<file path="src/rtl/alu_result_arbiter_if.sv">
// alu_result_arbiter_if: adder/multiplier result inputs, ready throttles and FIFO_OUT write port
interface alu_result_arbiter_if #(
  parameter int DATA_SIZE      = 16,
  parameter int ID_SIZE        = 8,
  parameter int OPERATION_SIZE = 2,
  parameter int FIFO_OUT_WIDTH = DATA_SIZE + ID_SIZE + OPERATION_SIZE
);
  logic                      a_done;
  logic [DATA_SIZE-1:0]      a_result;
  logic [ID_SIZE-1:0]        a_id;
  logic                      m_done;
  logic [DATA_SIZE-1:0]      m_result;
  logic [ID_SIZE-1:0]        m_id;
  logic                      full_out;
  logic                      a_ready_data;
  logic                      m_ready_data;
  logic                      w_en_out;
  logic [FIFO_OUT_WIDTH-1:0] fifo_out_data;
  modport master (
    output a_done, a_result, a_id, m_done, m_result, m_id, full_out,
    input  a_ready_data, m_ready_data, w_en_out, fifo_out_data
  );
  modport slave (
    input  a_done, a_result, a_id, m_done, m_result, m_id, full_out,
    output a_ready_data, m_ready_data, w_en_out, fifo_out_data
  );
endinterface

</file>
<file path="src/rtl/alu_result_arbiter.sv">
// alu_result_arbiter: round-robin merge of adder/multiplier results into FIFO_OUT; ALU_ARB_DROP_CNT_EN adds drop_cnt
module alu_result_arbiter #(
  parameter int DATA_SIZE      = 16,
  parameter int ID_SIZE        = 8,
  parameter int OPERATION_SIZE = 2,
  parameter int FIFO_OUT_WIDTH = DATA_SIZE + ID_SIZE + OPERATION_SIZE
) (
  input logic clk,
  input logic rst,
  alu_result_arbiter_if.slave bus
`ifdef ALU_ARB_DROP_CNT_EN
  ,
  output logic [7:0] drop_cnt
`endif
);
  typedef enum logic {ADD, MUL} src_e;
  src_e                 last_grant;
  logic                 add_v, mul_v;
  logic [DATA_SIZE-1:0] add_r, mul_r;
  logic [ID_SIZE-1:0]   add_id, mul_id;
  logic                 gnt_add, gnt_mul, a_rdy, m_rdy, a_load, m_load;
  always_comb begin
    gnt_add           = !bus.full_out && add_v && (!mul_v || last_grant == MUL);
    gnt_mul           = !bus.full_out && mul_v && (!add_v || last_grant == ADD);
    a_rdy             = !add_v || gnt_add;
    m_rdy             = !mul_v || gnt_mul;
    a_load            = bus.a_done && a_rdy;
    m_load            = bus.m_done && m_rdy;
    bus.a_ready_data  = a_rdy;
    bus.m_ready_data  = m_rdy;
    bus.w_en_out      = gnt_add || gnt_mul;
    bus.fifo_out_data = gnt_add ? FIFO_OUT_WIDTH'({add_r, add_id, OPERATION_SIZE'(1)}) :
                        gnt_mul ? FIFO_OUT_WIDTH'({mul_r, mul_id, OPERATION_SIZE'(2)}) : '0;
  end
  // a new load wins over the clear of a slot granted in the same cycle
  always_ff @(posedge clk or posedge rst) begin
    if (rst) begin
      {add_v, add_r, add_id} <= '0;
      {mul_v, mul_r, mul_id} <= '0;
      last_grant             <= MUL;
    end else begin
      if (a_load) {add_v, add_r, add_id} <= {1'b1, bus.a_result, bus.a_id};
      else if (gnt_add) add_v <= 1'b0;
      if (m_load) {mul_v, mul_r, mul_id} <= {1'b1, bus.m_result, bus.m_id};
      else if (gnt_mul) mul_v <= 1'b0;
      if (gnt_add) last_grant <= ADD;
      else if (gnt_mul) last_grant <= MUL;
    end
  end
`ifdef ALU_ARB_DROP_CNT_EN
  logic [8:0] drop_sum;
  always_comb drop_sum = {1'b0, drop_cnt} + 9'(bus.a_done && !a_rdy) + 9'(bus.m_done && !m_rdy);
  always_ff @(posedge clk or posedge rst) begin
    if (rst) drop_cnt <= '0;
    else drop_cnt <= drop_sum[8] ? 8'hFF : drop_sum[7:0];
  end
`endif
endmodule

</file>
<file path="src/flat_wrapper.sv">
// flat-port wrapper written by rule: the top's interface ports become plain ports
module alu_result_arbiter_flat 
#(
  parameter int DATA_SIZE      = 16,
  parameter int ID_SIZE        = 8,
  parameter int OPERATION_SIZE = 2,
  parameter int FIFO_OUT_WIDTH = DATA_SIZE + ID_SIZE + OPERATION_SIZE
)
  (clk, rst, bus_a_done, bus_a_result, bus_a_id, bus_m_done, bus_m_result, bus_m_id, bus_full_out, bus_a_ready_data, bus_m_ready_data, bus_w_en_out, bus_fifo_out_data);
  alu_result_arbiter_if #(.DATA_SIZE(DATA_SIZE), .ID_SIZE(ID_SIZE), .OPERATION_SIZE(OPERATION_SIZE), .FIFO_OUT_WIDTH(FIFO_OUT_WIDTH)) bus_i ();
  input logic clk;
  input logic rst;
  input wire logic [$bits(bus_i.a_done)-1:0] bus_a_done;
  input wire logic [$bits(bus_i.a_result)-1:0] bus_a_result;
  input wire logic [$bits(bus_i.a_id)-1:0] bus_a_id;
  input wire logic [$bits(bus_i.m_done)-1:0] bus_m_done;
  input wire logic [$bits(bus_i.m_result)-1:0] bus_m_result;
  input wire logic [$bits(bus_i.m_id)-1:0] bus_m_id;
  input wire logic [$bits(bus_i.full_out)-1:0] bus_full_out;
  output wire logic [$bits(bus_i.a_ready_data)-1:0] bus_a_ready_data;
  output wire logic [$bits(bus_i.m_ready_data)-1:0] bus_m_ready_data;
  output wire logic [$bits(bus_i.w_en_out)-1:0] bus_w_en_out;
  output wire logic [$bits(bus_i.fifo_out_data)-1:0] bus_fifo_out_data;
  assign bus_i.a_done = bus_a_done;
  assign bus_i.a_result = bus_a_result;
  assign bus_i.a_id = bus_a_id;
  assign bus_i.m_done = bus_m_done;
  assign bus_i.m_result = bus_m_result;
  assign bus_i.m_id = bus_m_id;
  assign bus_i.full_out = bus_full_out;
  assign bus_a_ready_data = bus_i.a_ready_data;
  assign bus_m_ready_data = bus_i.m_ready_data;
  assign bus_w_en_out = bus_i.w_en_out;
  assign bus_fifo_out_data = bus_i.fifo_out_data;
  alu_result_arbiter #(.DATA_SIZE(DATA_SIZE), .ID_SIZE(ID_SIZE), .OPERATION_SIZE(OPERATION_SIZE), .FIFO_OUT_WIDTH(FIFO_OUT_WIDTH)) u_core (.clk(clk), .rst(rst), .bus(bus_i));
endmodule
</file>
<file path="config.mk">
export PLATFORM = sky130hd
export DESIGN_NAME = alu_result_arbiter_flat
export DESIGN_NICKNAME = d
export VERILOG_FILES = /design/src/rtl/alu_result_arbiter_if.sv /design/src/rtl/alu_result_arbiter.sv /design/src/flat_wrapper.sv
export SDC_FILE = /design/constraint.sdc
export NUM_CORES = 1
export LEC_CHECK = 0
export CORE_MARGIN = 8
export CORE_UTILIZATION = 44
export DETAILED_ROUTE_END_ITERATION = 8
export PLACE_DENSITY = 0.9
export SYNTH_ARGS = -nofsm -noshare
export SYNTH_HDL_FRONTEND = slang
export SYNTH_SLANG_ARGS = --single-unit
export TNS_END_PERCENT = 20
</file>
<file path="constraint.sdc">
create_clock -name clk -period 2.13 [get_ports clk]
set_input_delay 0.213 -clock clk [delete_from_list [all_inputs] [get_ports clk]]
set_output_delay 0.213 -clock clk [all_outputs]
set_load 0.05 [all_outputs]
</file>
==> flow_summary.yaml, run 1 <==
sta:
  period_minus_slack_ns: 2.012
  transition_time_of_the_tightest_slew_check_pin_ns: 0.8201
  fin_skew_ns: 0.004171
  setup_viol: 0
  rsz_0062_raised_after_global_routing: "false"
  hold-worst-slack_ns: 0.2767
  clock.fmax_ghz: 0.4970
  final.setup.tns_ns: 0
  finalHoldViolCount: 0
  maxSlewHeadroom_pct: 45.20
  min_period_over_period_pct: 94.47
  drv_slew: 0
critical_path:
  cpLargestDelayFamily: "flip-flops"
  startpoint_type: "register"
  crit_type: "reg2out"
  timing.critical_path.cells: "a21oi_2 -> and2_1 -> buf_4 -> a22o_1 -> buf_12"
  arrival_time_at_the_worst_endpoint_ns: 1.80
  slowest_delay_ns: 0.59
  worst-endpoint-required_ns: 1.92
  rr_worst_depth: 4
  worst-path-buf-inv: 2
  cp-end-kind: "primary output"
  worstSetupPathDepth: 5
  cp_max_fo: 14
  crit_path_max_delay_cell_type: "sky130_fd_sc_hd__dfstp_2"
floorplan:
  die_w_um: 87.01
  rows: 26
  design.core.area_um2: 4977
  fp.dieArea_um2: 7570
  io-pin-count: 82
  die_height_um: 87.01
  initial_utilization_pct: 44.57
synth:
  syn-cell-area_um2: 2218
  number_of_synthesized_flops_with_an_enable_pin: 0
  synth.net_count: 204
  yosysWarnings: 0
  top_area_cells_in_the_synthesized_netlist: "sky130_fd_sc_hd__dfrtp_1 (56%), sky130_fd_sc_hd__mux2_2 (23%), sky130_fd_sc_hd__a22o_1 (9.5%), sky130_fd_sc_hd__dfstp_2 (1.2%), sky130_fd_sc_hd__o311ai_4 (1.2%)"
  postSynthRegisterBits: 51
  synth_cell_type_count: 20
  yosysSeqAreaShare_pct: 57.59
  syn_avg_cell_area_um2: 14.69
  top_cell_type_s_share_of_synthesized_area_pct: 56.40
  async_flop_share_pct: 100.0
  postSynthCellCount: 151
  netlist_top_cells_count: "sky130_fd_sc_hd__dfrtp_1 (50), sky130_fd_sc_hd__mux2_2 (46), sky130_fd_sc_hd__a22o_1 (24), sky130_fd_sc_hd__buf_2 (5), sky130_fd_sc_hd__nand2b_1 (4)"
  cell_type_with_the_highest_aggregate_area_in_the_netlist: "sky130_fd_sc_hd__dfrtp_1"
  synth_ff_type: "sky130_fd_sc_hd__dfrtp_1"
  synth.most_common_cell: "sky130_fd_sc_hd__dfrtp_1"
pwr:
  total_switching_power_mw: 1.368
  pwr-share-comb_pct: 47.2
  pwr_density_cell_nw_per_um2: 1119
  clock_power_share_pct: 16.6
  power_leakage_nw: 1.486
  power.ir.vdd_worst_mv: 0.6264
  internal_power_mw: 2.584
  swShare_pct: 34.62
  share_seq_of_total_power_pct: 36.3
detailed_routing:
  drcViolationCount: 0
  initialDrtViolationCount: 63
  drt-total-wl_um: 5619
  viasPerCell: 5.072
  detailroute.via_count: 1552
  firstDrtPassIters: 4
  final_antenna_net_count: 0
  routedWlPerCell_um: 18.36
grt:
  via_count_of_the_first_global_routing_pass: 1857
  first_pass_grt_wire_length_um: 9142
  groute.usage.overall_pct: 15.80
  globalRoute.totalOverflow: 0
  number_of_antenna_violations_at_the_first_check_in_global_routing: 0
  grt_start_max_net_pins: 28
run:
  drv_cap: 0
cells_and_area:
  finish.net_count: 289
  multi_input_comb_area_um2: 869.6
  cell_count_final_fillers_out: 306
  final_core_util_pct: 70.94
  drive_above_1_share_pct: 40.68
  area.growth.synth_to_final_pct: 59.17
  diodes: 0
  num-fill-cells: 357
  finished_cell_area_um2: 3531
  final-seq-area_um2: 1277
placement:
  dp_hpwl_um: 4400
  placed_inst_area_um2: 3421
  place.detailed.instances: 299
  port_buffers: 81
  gpl_wtd_cong: 0.7260
clock_network:
  tritoncts_num_sinks: 51
  tritoncts: "done"
  holdBufCountCts: 0
  cts_inserted_buffers: 5
  cts_htree_levels: 2
  clock_latency_ns: 0.30
  clockRootBuffer: "sky130_fd_sc_hd__clkbuf_8"
  cts.clk_slew.worst_paths_ns: 0.09
  max-clock-path-buffers: 2
worst_hold_path:
  holdCritPathClass: "in2async"
status:
  status: "finished, final reports clean"
-- what timing repair did --
item                                    in CTS  in global routing
setup buffers                                0                  0
gates resized for setup                      0                  1
hold endpoints to repair                     0                  0
endpoints found under the setup margin       0                  2
-- cells by family (layout without fill, tap and decap cells) --
logic type,after synthesis,in the layout,share of synthesized area (%)
AO/OA/AOI/OAI,29,29,11.73
buffers and inverters,13,98,3.666
flip-flops,51,51,57.59
multiplexers,48,48,24.37
AND/OR/NAND/NOR,10,10,2.651
-- state kept, by name, summed over array words and instances, names as in the netlist --
signal / flops
u_core.add_r: 16
u_core.mul_v: 1
u_core.add_v: 1
u_core.last_grant: 1
u_core.add_id: 8
u_core.mul_id: 8
u_core.mul_r: 16
-- area by class of cell --
type                            count  share of cell area (%)
Sequential cell                    51                   36.18
Timing Repair Buffer               88                   33.38
Multi-Input combinational cell     87                   24.63
Tap cell                           70                   2.481
Clock buffer                        5                   1.949
Clock inverter                      2                   1.063
Inverter                            3                  0.3189
-- path summary, 6_finish.rpt --
kind                                   start                   end  slack (ns)
max                        u_core.last_grant  bus_fifo_out_data[2]        0.12
min                                      rst      u_core.mul_id[2]        0.28
max reg2reg                     u_core.add_v      u_core.add_id[0]        0.17
min reg2reg                  u_core.mul_r[7]       u_core.mul_r[7]        0.51
max in group asynchronous                rst     u_core.last_grant        1.25
min in group clk             bus_a_result[0]       u_core.add_r[0]        0.51
-- through the flow --
step | power (mW) | worst slack [ns]
after floorplan | 2.443 | 0.1056
after global placement | 3.274 | 0.1823
after detailed placement | 3.344 | 0.1084
after CTS | 3.998 | 0.07914
after global routing | 4.134 | 0.03330
final | 3.952 | 0.1178
-- metal layers --
layer	up-vias	part of all wire, %	GRT usage (%)
met5	-	0	0
li1	718	-	-
met4	0	1.4	4.695
met2	46	54	29.01
met1	779	36	15.76
met3	9	8.0	6.604
-- layout by cell type (no fill, tap or decap), drive strengths merged --
| master | count |
|---|---|
| nand2 | 1 |
| nand2b | 4 |
| buf | 36 |
| clkinvlp | 1 |
| and2 | 1 |
| nor3 | 1 |
| o21ai | 3 |
| dfrtp | 50 |
| inv | 3 |
| nor2b | 1 |
| nor2 | 2 |
| clkbuf | 5 |
| dfstp | 1 |
| bufinv | 1 |
| mux2 | 48 |
| clkdlybuf4s50 | 52 |
| a21oi | 1 |
| o311ai | 1 |
| a22o | 24 |
-- power groups by stage --
| stage | Clock (mW) | Combinational, mW | Sequential, mW |
|---|---|---|---|
| 2_1_floorplan | 0 | 1.05 | 1.39 |
| 3_3_place_gp | 0 | 1.85 | 1.43 |
| 3_5_place_dp | 0 | 1.89 | 1.46 |
| 4_1_cts | 0.673 | 1.89 | 1.44 |
| 5_1_grt | 0.705 | 1.96 | 1.47 |
| 6_report | 0.654 | 1.86 | 1.43 |
Power figures use the tool's default switching activity.
==> run 2: changes to the inputs <==
Settings changed: GPL_TIMING_DRIVEN set to 0, RECOVER_POWER set to 25.
==> run 2 against run 1 <==
Against the previous run: clock skew up 0.0033 ns; clock power up 18%; final cell count up 2.6%; flip-flop and latch count unchanged; global-route usage down 0.67 points; power down 7.0%; largest cell class unchanged; wire length down 3.7%; first-iteration DRC count down 16%; sequential share of layout area up 2.8 points.
==> flow_summary.yaml, run 2 (synthesized netlist as in run 1, its figures left out) <==
grt:
  groute.usage.overall_pct: 15.13
  first_pass_grt_wire_length_um: 8983
  number_of_antenna_violations_at_the_first_check_in_global_routing: 0
  via_count_of_the_first_global_routing_pass: 1789
  globalRoute.totalOverflow: 0
  grt_start_max_net_pins: 27
worst_hold_path:
  min_delay_worst_endpoint: "u_core.last_grant"
  holdCritPathClass: "in2reg"
  hold_path_startpoint: "bus_full_out"
  whs_path_depth: 3
clock_network:
  holdBufCountCts: 0
  cts.clk_slew.worst_paths_ns: 0.09
  tritoncts: "done"
  clockRootBuffer: "sky130_fd_sc_hd__clkbuf_8"
  clock_latency_ns: 0.29
  max-clock-path-buffers: 2
  tritoncts_num_sinks: 51
  cts_htree_levels: 2
  cts_inserted_buffers: 5
cells_and_area:
  layout_commonest_cell: "sky130_fd_sc_hd__clkdlybuf4s50_1"
  diodes: 0
  drive_above_1_share_pct: 41.39
  area.growth.synth_to_final_pct: 47.72
  num-fill-cells: 433
  final_core_util_pct: 65.84
  final-seq-area_um2: 1279
  mostFrequentLayoutCells: "sky130_fd_sc_hd__clkdlybuf4s50_1 (51), sky130_fd_sc_hd__dfrtp_1 (49), sky130_fd_sc_hd__mux2_2 (46)"
  finished_cell_area_um2: 3277
  finish.net_count: 296
  multi_input_comb_area_um2: 870.8
status:
  status: "finished, final reports clean"
detailed_routing:
  final_antenna_net_count: 0
  viasPerCell: 5.045
  detailroute.via_count: 1584
  drcViolationCount: 0
  drt-total-wl_um: 5410
  routedWlPerCell_um: 17.23
  firstDrtPassIters: 4
  initialDrtViolationCount: 53
floorplan:
  design.core.area_um2: 4977
  die_height_um: 87.01
  rows: 26
  fp.dieArea_um2: 7570
  io-pin-count: 82
  die_w_um: 87.01
  initial_utilization_pct: 44.57
sta:
  finalHoldViolCount: 0
  hold-worst-slack_ns: 0.4268
  layout_setup_ws_ns: 0.06631
  clock.fmax_ghz: 0.4846
  setup_viol: 0
  period_minus_slack_ns: 2.064
  drv_slew: 0
  fin_skew_ns: 0.007514
  min_period_over_period_pct: 96.89
  transition_time_of_the_tightest_slew_check_pin_ns: 1.032
  maxSlewHeadroom_pct: 31.10
critical_path:
  crit-reg2reg-capture: "u_core.mul_r[2]"
  arrival_time_at_the_worst_endpoint_ns: 1.85
  cp_launch_point: "u_core.last_grant"
  rr_worst_depth: 5
  cp_max_fo: 5
  startpoint_type: "register"
  reg2reg_from: "u_core.last_grant"
  crit_type: "reg2out"
  cp-end-kind: "primary output"
  setup_slack_on_the_worst_flop_to_flop_path_ns: 0.33
  worst-endpoint-required_ns: 1.92
placement:
  gpl_wtd_cong: 0.6973
  dp_hpwl_um: 4061
  port_buffers: 81
  placed_inst_area_um2: 3137
  place_ws_ns: -0.7019
pwr:
  power.ir.vdd_worst_mv: 0.5266
  pwr_density_cell_nw_per_um2: 1121
  power_leakage_nw: 1.436
  total_power_mw: 3.675
run:
  drv_cap: 0
-- run 2: changes by cell type in the layout (fill, tap and decap cells not counted), moves of 2 or more --
cell and change:
sky130_fd_sc_hd__buf_6 +5, sky130_fd_sc_hd__clkdlybuf4s15_2 +5, sky130_fd_sc_hd__buf_12 -30, sky130_fd_sc_hd__buf_2 +2, sky130_fd_sc_hd__buf_4 +22, sky130_fd_sc_hd__dlygate4sd2_1 +2
-- run 2: routing by layer --
metal / track usage, % / routed length (µm)
met2: 26.30 / 2882
met4: 3.912 / 51
met1: 17.05 / 2075
met3: 5.472 / 402
met5: 0 / 0
-- run 2: final cells by class --
cell class	instances	area share, %
flip-flops and latches	51	39.02
multi-input cells	87	26.58
repair buffers	86	24.82
well taps	70	2.673
plain buffers	9	2.520
clock buffers	6	2.215
clock inverters	2	1.833
inverters	3	0.3436
-- run 2: stage by stage --
step	setup TNS (ns)	instances
after floorplan	0	151
after global placement	-28.73	302
after detailed placement	-16.09	303
after CTS	-0.08107	312
after global routing	-0.0002076	314
final	0	314
-- run 2: worst max path at each step --
stage / end / slack (ns)
floorplan: u_core.add_v / 0.11
global placement: bus_fifo_out_data[18] / -0.66
detailed placement: bus_fifo_out_data[24] / -0.70
CTS: bus_fifo_out_data[6] / -0.07
global route: bus_fifo_out_data[5] / -0.0002
finish: bus_fifo_out_data[3] / 0.07
-- run 2: report_power, final --
part	internal, mW	switching (mW)	total, mW
clock network	0.469	0.305	0.774
logic	0.656	0.822	1.48
registers	1.27	0.155	1.42
total	2.39	1.28	3.67
-- run 2: repair_timing --
action,CTS,global route
resized for setup,141,10
gates cloned,0,0
pin swaps,0,2
endpoints found under the setup margin,28,26
hold endpoints to repair,0,0
setup buffers,1,3
-- run 2: worst max-delay path: stages, from the launching register on --
cell and delay (ns):
sky130_fd_sc_hd__dfstp_2 0.57, sky130_fd_sc_hd__nor2b_1 0.09, sky130_fd_sc_hd__nor3_4 0.22, sky130_fd_sc_hd__buf_4 0.18, sky130_fd_sc_hd__a22o_1 0.13, sky130_fd_sc_hd__clkdlybuf4s15_2 0.37
